## src/rtl/uart_rx.sv

```systemverilog
`default_nettype none
// ============================================================================
// Module   : uart_rx
// Brief    : UART receiver, half-bit start check, ready/valid word output.
//            Optional 2-of-3 sample voting when UART_RX_MAJORITY_EN is defined.
// Revision : 1.0
// ============================================================================
module uart_rx #(
    parameter int DATA_WIDTH = 8,
    parameter int BAUD_RATE  = 115_200,
    parameter int CLK_FREQ   = 50_000_000
) (
    input  logic                  clk,
    input  logic                  reset_n,
    input  logic                  ena,
    input  logic                  rx_signal,
    output logic [DATA_WIDTH-1:0] rx_data,
    output logic                  rx_valid,
    input  logic                  rx_ready,
    output logic                  rx_frame_err,
    output logic                  rx_overrun
);

    localparam int PULSE_WIDTH      = CLK_FREQ / BAUD_RATE;
    localparam int HALF_PULSE_WIDTH = PULSE_WIDTH / 2;
    localparam int CNT_W            = $clog2(PULSE_WIDTH) + 1;
    localparam int IDX_W            = (DATA_WIDTH > 1) ? $clog2(DATA_WIDTH) : 1;

    localparam logic [CNT_W-1:0] c_pulse_load = CNT_W'(PULSE_WIDTH - 1);
    localparam logic [CNT_W-1:0] c_half_load  = CNT_W'(HALF_PULSE_WIDTH - 1);
    localparam logic [IDX_W-1:0] c_last_idx   = IDX_W'(DATA_WIDTH - 1);

    typedef enum logic [2:0] {
        S_IDLE  = 3'd0,
        S_START = 3'd1,
        S_DATA  = 3'd2,
        S_STOP  = 3'd3,
        S_BREAK = 3'd4
    } state_t;

    state_t                r_state;
    state_t                w_state_next;
    logic                  r_sync1;
    logic                  r_sync2;
    logic                  w_line;
    logic [CNT_W-1:0]      r_cnt;
    logic [IDX_W-1:0]      r_idx;
    logic [DATA_WIDTH-1:0] r_shift;
    logic                  w_expire;
    logic                  w_sample;
    logic                  w_deliver;
    logic                  w_frame_bad;

    always_ff @(posedge clk) begin
        if (!reset_n) begin
            r_sync1 <= 1'b1;
            r_sync2 <= 1'b1;
        end else if (ena) begin
            r_sync1 <= rx_signal;
            r_sync2 <= r_sync1;
        end
    end

    assign w_line   = r_sync2;
    assign w_expire = (r_cnt == '0);

`ifdef UART_RX_MAJORITY_EN
    // r_hist[0] is the centre sample; the live line value is the +1 neighbour.
    logic [1:0] r_hist;

    always_ff @(posedge clk) begin
        if (!reset_n) begin
            r_hist <= 2'b11;
        end else if (ena) begin
            r_hist <= {r_hist[0], w_line};
        end
    end

    assign w_sample = (r_hist[1] & r_hist[0]) | (r_hist[1] & w_line) | (r_hist[0] & w_line);
`else
    assign w_sample = w_line;
`endif

    always_ff @(posedge clk) begin
        if (!reset_n) begin
            r_state <= S_IDLE;
        end else if (ena) begin
            r_state <= w_state_next;
        end
    end

    always_comb begin
        w_state_next = r_state;
        w_deliver    = 1'b0;
        w_frame_bad  = 1'b0;
        case (r_state)
            S_IDLE: begin
                if (!w_line) begin
                    w_state_next = S_START;
                end
            end
            S_START: begin
                if (w_expire) begin
                    w_state_next = w_sample ? S_IDLE : S_DATA;
                end
            end
            S_DATA: begin
                if (w_expire && (r_idx == c_last_idx)) begin
                    w_state_next = S_STOP;
                end
            end
            S_STOP: begin
                if (w_expire) begin
                    if (w_sample) begin
                        w_deliver    = 1'b1;
                        w_state_next = S_IDLE;
                    end else begin
                        w_frame_bad  = 1'b1;
                        w_state_next = S_BREAK;
                    end
                end
            end
            S_BREAK: begin
                if (w_line) begin
                    w_state_next = S_IDLE;
                end
            end
            default: begin
                w_state_next = S_IDLE;
            end
        endcase
    end

    always_ff @(posedge clk) begin
        if (!reset_n) begin
            r_cnt   <= '0;
            r_idx   <= '0;
            r_shift <= '0;
        end else if (ena) begin
            case (r_state)
                S_IDLE: begin
                    if (!w_line) begin
                        r_cnt <= c_half_load;
                    end
                end
                S_START: begin
                    if (w_expire) begin
                        r_cnt <= c_pulse_load;
                        r_idx <= '0;
                    end else begin
                        r_cnt <= r_cnt - 1'b1;
                    end
                end
                S_DATA: begin
                    if (w_expire) begin
                        r_shift[r_idx] <= w_sample;
                        r_cnt          <= c_pulse_load;
                        r_idx          <= r_idx + 1'b1;
                    end else begin
                        r_cnt <= r_cnt - 1'b1;
                    end
                end
                S_STOP: begin
                    if (!w_expire) begin
                        r_cnt <= r_cnt - 1'b1;
                    end
                end
                default: begin
                end
            endcase
        end
    end

    // A word arriving while the old one is still held is dropped, not queued.
    always_ff @(posedge clk) begin
        if (!reset_n) begin
            rx_data      <= '0;
            rx_valid     <= 1'b0;
            rx_frame_err <= 1'b0;
            rx_overrun   <= 1'b0;
        end else if (ena) begin
            rx_frame_err <= w_frame_bad;
            rx_overrun   <= 1'b0;
            if (w_deliver) begin
                if (!rx_valid || rx_ready) begin
                    rx_data  <= r_shift;
                    rx_valid <= 1'b1;
                end else begin
                    rx_overrun <= 1'b1;
                end
            end else if (rx_ready) begin
                rx_valid <= 1'b0;
            end
        end
    end

endmodule
`default_nettype wire

```

## config.mk

```make
export PLATFORM = sky130hd
export DESIGN_NAME = uart_rx
export DESIGN_NICKNAME = d
export VERILOG_FILES = /design/src/rtl/uart_rx.sv
export SDC_FILE = /design/constraint.sdc
export NUM_CORES = 1
export LEC_CHECK = 0
export ABC_AREA = 1
export CAP_MARGIN = 20
export CORE_MARGIN = 2
export CORE_UTILIZATION = 58
export DETAILED_ROUTE_END_ITERATION = 6
export PLACE_DENSITY = 0.79
export SLEW_MARGIN = 20
export SYNTH_ARGS = -nofsm -noshare
export SYNTH_HDL_FRONTEND = slang
export SYNTH_SLANG_ARGS = --single-unit
export TNS_END_PERCENT = 1
```

## constraint.sdc

```tcl
create_clock -name clk -period 2 [get_ports clk]
set_input_delay 0.4 -clock clk [delete_from_list [all_inputs] [get_ports clk]]
set_output_delay 0.4 -clock clk [all_outputs]
set_load 0.02 [all_outputs]
```

**Word level (Yosys, flattened, before mapping)**

Index checks and enable logic that the tools add are counted.

- Word-level logic and storage cells: 72
- Output and inout port bits: 11
- Flip-flop bits (word level): 37
- Bits of input ports: 5

- Magnitude comparators: 2
- Muxes and demuxes: 29
- Reduce and logical (&&, ||, !) cells: 16
- $add $sub $neg: 2
- Eq/ne operators: 13

Operators with widths:

| kind | count |
|---|---|
| 10-bit 2-to-1 mux | 3 |
| 10-bit one-hot mux with 3 select lines | 1 |
| 3-bit 2-to-1 mux | 8 |
| 3-bit one-hot mux with 5 select lines | 1 |
| 2-bit inequality test, second input constant | 7 |
| 1-bit 2-to-1 mux | 12 |
| 10-bit logical NOT | 1 |
| 10-bit by 1-bit subtractor with 10-bit output, second input constant | 1 |
| 3-bit AND reduction | 3 |
| 8-bit bitwise mux | 1 |
| 4-bit AND reduction | 2 |
| 3-bit by 2-bit equality test with 1-bit output, second input constant | 2 |
| 3-bit equality test, second input constant | 2 |
| 3-bit one-hot mux with 2 select lines | 1 |
| 6-bit AND reduction | 1 |
| 3-bit by 4-bit less-than comparator with 1-bit output, second input constant | 1 |
| 2-bit nonzero test | 2 |
| 3-bit by 1-bit adder with 3-bit output, second input constant | 1 |
| 1-bit demux with 3-bit select | 1 |
| 3-bit by 1-bit equality test with 1-bit output, second input constant | 1 |
| 3-bit by 1-bit greater-or-equal comparator with 1-bit output, second input constant | 1 |
| 3-bit logical NOT | 1 |
| 3-bit nonzero test | 1 |
| 1-bit logical AND | 2 |
| 5 further kinds | 5 |

**Longest topological paths before layout**

Gate-level depths: netlist of run 1.

- Word-level depth: 5
- Gate-level depth with buffers: 11
- Mapped depth without buffers: 10

**Worst setup path after synthesis of run 1**

Ideal clock, no wire load.

- Path type: reg2reg
- From: register r_cnt[0]
- To: register rx_data[0]
- Cell stages (with the launch flop): 11
- Library setup time: 113 ps
- Period minus slack after synthesis: 1503 ps
- Slack: 497 ps
- Required time: 1887 ps
- Buffers on the path: 1
- Arrival time: 1391 ps
- Path through: dfxtp_1 > inv_1 > ha_1 > nand2_2 > nor2_4 > nand2_4 > nor2_4 > nand3_4 > buf_6 > nor2_1 > nor2_1

- Cells in the longest elaborated chain, start to end: 4

Ends and longest elaborated chain:

| item | RTL line | text |
|---|---|---|
| start: declaration | 46 | `logic [CNT_W-1:0] r_cnt;` |
| start signal: assignment | 143 | `r_cnt <= c_half_load;` |
| start signal: assignment | 148 | `r_cnt <= c_pulse_load;` |
| start signal: assignment | 151 | `r_cnt <= r_cnt - 1'b1;` |
| 10-bit logical NOT | 65 | `assign w_expire = (r_cnt == '0);` |
| 1-bit 2-to-1 mux | 113 | `if (w_expire) begin` |
| 1-bit 2-to-1 mux | 96 | `case (r_state)` |
| 3-bit AND reduction (no line) | -- |  |
| end signal: assignment | 186 | `rx_data <= r_shift;` |
| end: declaration | 17 | `output logic [DATA_WIDTH-1:0] rx_data,` |

No other way between the ends.
A chain may end at the register's enable or synchronous reset.

**Worst setup path in the final report of run 1**

- From: register rx_valid
- To: output rx_valid

RTL lines:

| item | RTL line | text |
|---|---|---|
| start: declaration | 18 | `output logic rx_valid,` |
| start signal: assignment | 178 | `rx_valid <= 1'b0;` |
| start signal: assignment | 187 | `rx_valid <= 1'b1;` |
| start signal: assignment | 192 | `rx_valid <= 1'b0;` |

No word-level cell between the ends.

==> results.ini, run 1 <==
[status]
status=completed

[global_route]
grt.overflow.total=0
grt_pass1_vias=1709
grt_use_met3_pct=5.89
antenna_found_initial=0
grtUsageMet1_pct=30.2
grt_usage_pct=23.1
grt_pass1_wl_mm=7.45
grt_max_degree=22
gr-usage-met2_pct=36.8
gr-max-usage-layer=met2

[power_and_ir_drop]
total_power_mw=2.01
ir_worst_vdd_mv=0.553
power_frac_comb_pct=33.6
pwr-share-seq_pct=41.1
clkPwrFrac_pct=25.3
power.switching_mw=0.754
p_int_mw=1.25
switching_share_pct=37.6
p_leak_nw=1.05
powerDensity_nw_per_um2=867

[floorplan]
die_w_um=63.6
die_y_um=63.6
initial_core_util_pct=61.2
io-pin-count=16
row_count=21
coreArea_um2=3360
dieArea_um2=4040

[detailed_routing]
num_vias=1891
vias_per_cell=5.00
routed_wl_mm=4.18
wl_per_cell_um=11.0
ant_nets=0
drt_iter0_drc=131
dr.pass1.iters=5
drc=0

[hold_path]
hold_path.class=register to register
holdCritStartpoint=rx_frame_err

[worst_setup_path]
cp.arrival_ps=1350
required_ps=1600
slowest_delay_ps=620
end_kind=output pin
r2r-start=r_cnt[0]
critPathMaxFanout=4
path_delay_family=buffers and inverters
start_kind=register
crit_chain=clkdlybuf4s50_1
cp_num_buf_inv=1
critical_path_class=register to output pin
cp_slowest_cell=clkdlybuf4s50_1
crit_start=rx_valid

[timing]
min_period_ps=1750
final_max_slew_viol_count=0
final_hold_viol_count=0
slew-limit-headroom_pct=56.9
fmax_mhz=572
rsz0062_at_grt=false
period_share_pct=87.5
final-setup-viol-count=0
tns_ps=0
worst_pin_slew_ps=646
finalClockSkew_ps=6.12

[clock_tree]
cts_tree=done
clk_pin_slew_ps=100
postCtsSetupRepairBufs=0
cts_resized=0
cts_hold_buf=0
cts_buffers=5
clock_latency_ps=350
cts_sinks=37
ctsLongestPathBuffers=2
cts_root_buf=clkbuf_4
htreeDepth=2

[synthesis]
synth_seq_cells=37
syn_avg_cell_area_um2=6.56
synth_edf_count=0
ys.flop_type=dfxtp_1
synth.most_common_cell=nand2_1
async_flop_share_pct=0
yosysTopAreaCellShare_pct=36.0
synthCells=314
syn_nets=323
synth_area_leader_cell=dfxtp_1
yosysSeqAreaShare_pct=36.0
syn_area_um2=2060
synthDistinctLibCells=30
yosysWarnings=0
ys_top_cells_by_area=dfxtp_1 36%, nand2_1 13%, nor2_1 9.8%, inv_1 6.4%, nand3_1 5.6%
synth_top_cells_by_count=74 x nand2_1, 54 x nor2_1, 37 x dfxtp_1, 35 x inv_1, 23 x nand3_1

[job]
maxCapViolCount=0

[finish]
fillers=336
area.growth.synth_to_final_pct=12.3
nNetsFinal=341
n_antenna_cell=0
drive_gt1_share_pct=10.5

[place]
port_buffers=15
place_congestion=0.864
dp.final_hpwl_mm=3.07

## cells by family after synthesis
kind of cell | Yosys count | share of synthesized area [%]
fa+ha+maj | 4 | 2.43
flops | 37 | 36.0
simple gates | 184 | 41.1
buf+inv | 48 | 9.84
compound gates | 39 | 9.78
xor+xnor | 2 | 0.851
## per-layer routing
metal  up-vias  share of wire [%]
met5         -                  0
met4         0                1.4
met3         6                3.7
met2        29                 45
met1       829                 50
li1       1027                  -
## per-stage QoR
stage	std cells	instance area, µm²	setup WS (ps)	hold slack [ps]	util, %
after floorplan	314	2060	497	429	-
after global placement	371	2240	140	454	66.6
after detailed placement	371	2240	109	453	66.6
after CTS	378	2310	238	481	68.8
after global routing	378	2310	120	508	68.8
final	378	2310	251	476	68.8
## path summary, 6_finish.rpt
kind	end	slack, ps	cells after the start
min	rx_frame_err	480	2
min reg2reg	rx_frame_err	480	2
max reg2reg	rx_data[2]	280	10
max	rx_valid	250	1
## layout make-up
class	count	area, µm²	share of cell area (%)
multi-input combinational	229	1120	48.2
sequential	37	741	32.0
timing repair buffer	18	173	7.46
inverter	41	154	6.65
tap	46	57.6	2.49
clock buffer	5	37.5	1.62
clock inverter	2	35.0	1.51
## registers in the layout, summed over array words and instances (netlist names)
name	flops
rx_data	8
r_state	3
r_sync2	1
r_shift	8
r_cnt	10
rx_valid	1
rx_frame_err	1
rx_overrun	1
r_sync1	1
r_idx	3
## cell usage in the layout (no fill, tap or decap), drive strengths merged, types with 2 or more instances in the layout
master and instances:
o21ai 17, inv 41, dfxtp 37, a21oi 21
nand3 25, xor2 2, nand2 81, buf 3
clkdlybuf4s50 15, nand4 4, clkbuf 5, ha 4
nor3 10, nor2 61
## power groups by stage
stage          Sequential [mW]  Clock (mW)  Combinational (mW)
2_1_floorplan            0.831           0               0.538
3_3_place_gp             0.840           0               0.656
3_5_place_dp             0.840           0               0.663
4_1_cts                  0.824       0.519               0.670
5_1_grt                  0.831       0.552               0.766
6_report                 0.825       0.507               0.673
(Power assumes the default switching activity.)
==> inputs of run 2 (changes only) <==
--- a/config.mk
+++ b/config.mk
@@ -6,7 +6,6 @@
 export NUM_CORES = 1
 export LEC_CHECK = 0
 export ABC_AREA = 1
-export CAP_MARGIN = 20
 export CORE_MARGIN = 2
 export CORE_UTILIZATION = 58
 export DETAILED_ROUTE_END_ITERATION = 6
==> results of run 2 <==
The final DEF is identical to that of run 1; final timing and power are the same.
==> inputs of run 3 (changes only) <==
--- a/config.mk
+++ b/config.mk
@@ -5,11 +5,10 @@
 export SDC_FILE = /design/constraint.sdc
 export NUM_CORES = 1
 export LEC_CHECK = 0
-export ABC_AREA = 1
 export CORE_MARGIN = 2
-export CORE_UTILIZATION = 58
+export CORE_UTILIZATION = 57
 export DETAILED_ROUTE_END_ITERATION = 6
-export PLACE_DENSITY = 0.79
+export PLACE_DENSITY = 0.78
 export SLEW_MARGIN = 20
 export SYNTH_ARGS = -nofsm -noshare
 export SYNTH_HDL_FRONTEND = slang
==> results.ini, run 3 <==
[detailed_routing]
routed_wl_mm=4.44  ; +6.4%
dr.pass1.iters=4  ; -1
drt_iter0_drc=182  ; +39%
vias_per_cell=5.88  ; +18%
wl_per_cell_um=14.3  ; +30%
ant_nets=0  ; unchanged
drc=0  ; unchanged
num_vias=1824  ; -3.5%

[finish]
layout_commonest_cell=dfxtp_1
n_antenna_cell=0  ; unchanged
final_cell_mix=35 x dfxtp_1, 24 x buf_4, 20 x nand2_1
drive_gt1_share_pct=23.1  ; +13 points
reg_top3=r_cnt x10, r_shift x8, rx_data x8
top_register=r_cnt
nNetsFinal=272  ; -20%
area.growth.synth_to_final_pct=25.9
final_area_um2=2480  ; +7.0%
largest_reg_flops=10  ; unchanged

[clock_tree]
clk_pin_slew_ps=110  ; about the same
cts_sinks=37  ; unchanged
ctsLongestPathBuffers=2  ; unchanged
cts_tree=done
clock_latency_ps=350  ; about the same
cts_buffers=5  ; unchanged
cts_hold_buf=0  ; unchanged
cts_root_buf=clkbuf_4
htreeDepth=2  ; unchanged

[synthesis]
synthDistinctLibCells=48  ; +60%
synth.most_common_cell=dfxtp_1
syn_area_um2=1970  ; -4.5%
synthCells=228  ; -27%
yosysTopAreaCellShare_pct=37.7  ; +1.7 points
synth_edf_count=0  ; unchanged
yosysWarnings=0  ; unchanged
ys.flop_type=dfxtp_1
ys_top_cells_by_area=dfxtp_1 38%, mux2i_1 6.1%, nor2b_1 4.8%, a21boi_0 4.6%, nand2_1 3.8%
async_flop_share_pct=0  ; unchanged
yosysSeqAreaShare_pct=37.7  ; +1.7 points
synth_top_cells_by_count=37 x dfxtp_1, 20 x nand2_1, 15 x nor2b_1
syn_avg_cell_area_um2=8.63  ; +32%
synth_area_leader_cell=dfxtp_1
synth_seq_cells=37  ; unchanged
syn_nets=237  ; -27%

[timing]
slew-limit-headroom_pct=63.0  ; +6.2 points
finalClockSkew_ps=8.58  ; +2.46 ps
final-setup-viol-count=0  ; unchanged
period_share_pct=96.7  ; +9.2 points
final_hold_viol_count=0  ; unchanged
worst_pin_slew_ps=551  ; -95.1 ps
fmax_mhz=517  ; -9.6%
min_period_ps=1930  ; +185 ps
final_max_slew_viol_count=0  ; unchanged

[power_and_ir_drop]
p_leak_nw=0.886  ; -16%
total_power_mw=2.36  ; +18%
powerDensity_nw_per_um2=955  ; +10%
ir_worst_vdd_mv=0.479  ; -13%

[global_route]
grt.overflow.total=0  ; unchanged
grt_use_met3_pct=5.41  ; -0.49 points
grt_pass1_wl_mm=7.40  ; -0.56%
grt_max_degree=44  ; +100%
grtUsageMet1_pct=30.3  ; +0.071 points
gr-max-usage-layer=met2
antenna_found_initial=0  ; unchanged
grt_usage_pct=23.4  ; +0.32 points
grt_pass1_vias=1661  ; -2.8%
gr-usage-met2_pct=37.9  ; +1.1 points

[worst_setup_path]
critical_path_class=register to register
crit_chain=inv_2 > buf_4 > ha_1 > or3b_2 > nor3_1 > mux2i_1 > o21ai_0 > a21boi_0
start_kind=register
slowest_delay_ps=520  ; -100 ps
r2r-end=r_cnt[6]
r2r_cells=8  ; -2
rrSetupSlack_ps=70  ; -210 ps
required_ps=2250  ; +650 ps
cp_slowest_cell=or3b_2
critPathMaxFanout=4  ; unchanged
end_kind=register
cp_num_buf_inv=2  ; +1
r2r-start=r_cnt[0]
cp.arrival_ps=2180  ; +830 ps
path_delay_family=simple AND/OR/NAND/NOR gates

[hold_path]
hold_end=r_shift[7]
hold_path.class=register to register
holdCritStartpoint=r_shift[7]
whs_path_depth=2  ; unchanged

[place]
place_congestion=0.908  ; +5.0%
port_buffers=15  ; unchanged
dp.final_hpwl_mm=3.00  ; -2.4%
dpl_cell_area_um2=2330  ; +3.9%

[status]
status=completed

[floorplan]
coreArea_um2=3340  ; -0.78%
io-pin-count=16  ; unchanged
die_y_um=62.7  ; -1.3%
dieArea_um2=3940  ; -2.7%
row_count=21  ; unchanged
initial_core_util_pct=58.9  ; -2.3 points
die_w_um=62.7  ; -1.3%

[job]
maxCapViolCount=0  ; unchanged

==> run 3: logic make-up after synthesis <==
group / after synthesis / share of synthesized area, %
AOI/OAI and AO/OA: 59 / 20.6
buffers and inverters: 21 / 4.20
adders and majority gates: 4 / 2.54
and+or+nand+nor: 94 / 28.4
DFF: 37 / 37.7
xor gates and xnor gates: 1 / 0.445
muxes: 12 / 6.11
==> run 3: worst register-to-register path, cell delays in order, from the launching register on <==
cell and delay (ps):
dfxtp_2 350, inv_2 70, buf_4 110, ha_1 200
or3b_2 520, nor3_1 240, mux2i_1 120, o21ai_0 140
a21boi_0 90
==> run 3: per-layer routing <==
| layer | vias to the layer above | share of wire, % |
|---|---|---|
| met1 | 871 | 45 |
| met2 | 42 | 49 |
| met3 | 6 | 4.7 |
| met5 | - | 0 |
| li1 | 905 | - |
| met4 | 0 | 1.5 |
==> run 3: power by group <==
group	total [mW]	leakage (nW)	internal, mW	switching (mW)
clock network	0.379	0.0320	0.134	0.245
logic	1.14	0.554	0.504	0.632
registers	0.850	0.300	0.789	0.0611
==> run 3: how the worst max path moves through the flow <==
stage / from / endpoint / cells after the start
3_3_place_gp: ena / r_cnt[8] / 6
6_report: r_cnt[0] / r_cnt[6] / 8
2_1_floorplan: r_cnt[0] / rx_data[0] / 7
5_1_grt: r_cnt[0] / r_cnt[6] / 8
3_5_place_dp: ena / r_cnt[9] / 6
4_1_cts: r_cnt[0] / r_cnt[8] / 6
==> run 3: layout make-up <==
| type | instances | area [µm²] |
|---|---|---|
| clock buffers | 6 | 41.3 |
| clock inverters | 2 | 10.0 |
| fillers | 251 | 861 |
| inverters | 6 | 22.5 |
| multi-input cells | 170 | 1210 |
| flip-flops and latches | 37 | 743 |
| well taps | 46 | 57.6 |
| repair buffers | 43 | 393 |
==> run 3: what timing repair did <==
item	CTS	global route
pin swaps	1	4
buffers inserted	0	3
setup endpoints to repair	7	26
resized for setup	2	19
endpoints found under the hold margin	0	0
==> run 3: metrics by stage <==
stage	hold slack, ps	setup TNS, ps	instances	util (%)	worst slack (ps)
global route	526	-29.0	310	74.2	-29.0
finish	485	0	310	74.2	65.8
detailed placement	468	-282	299	69.7	-81.2
global placement	464	-64.8	299	69.7	-24.5
floorplan	441	0	228	-	96.7
CTS	493	-12.7	307	71.5	-12.0
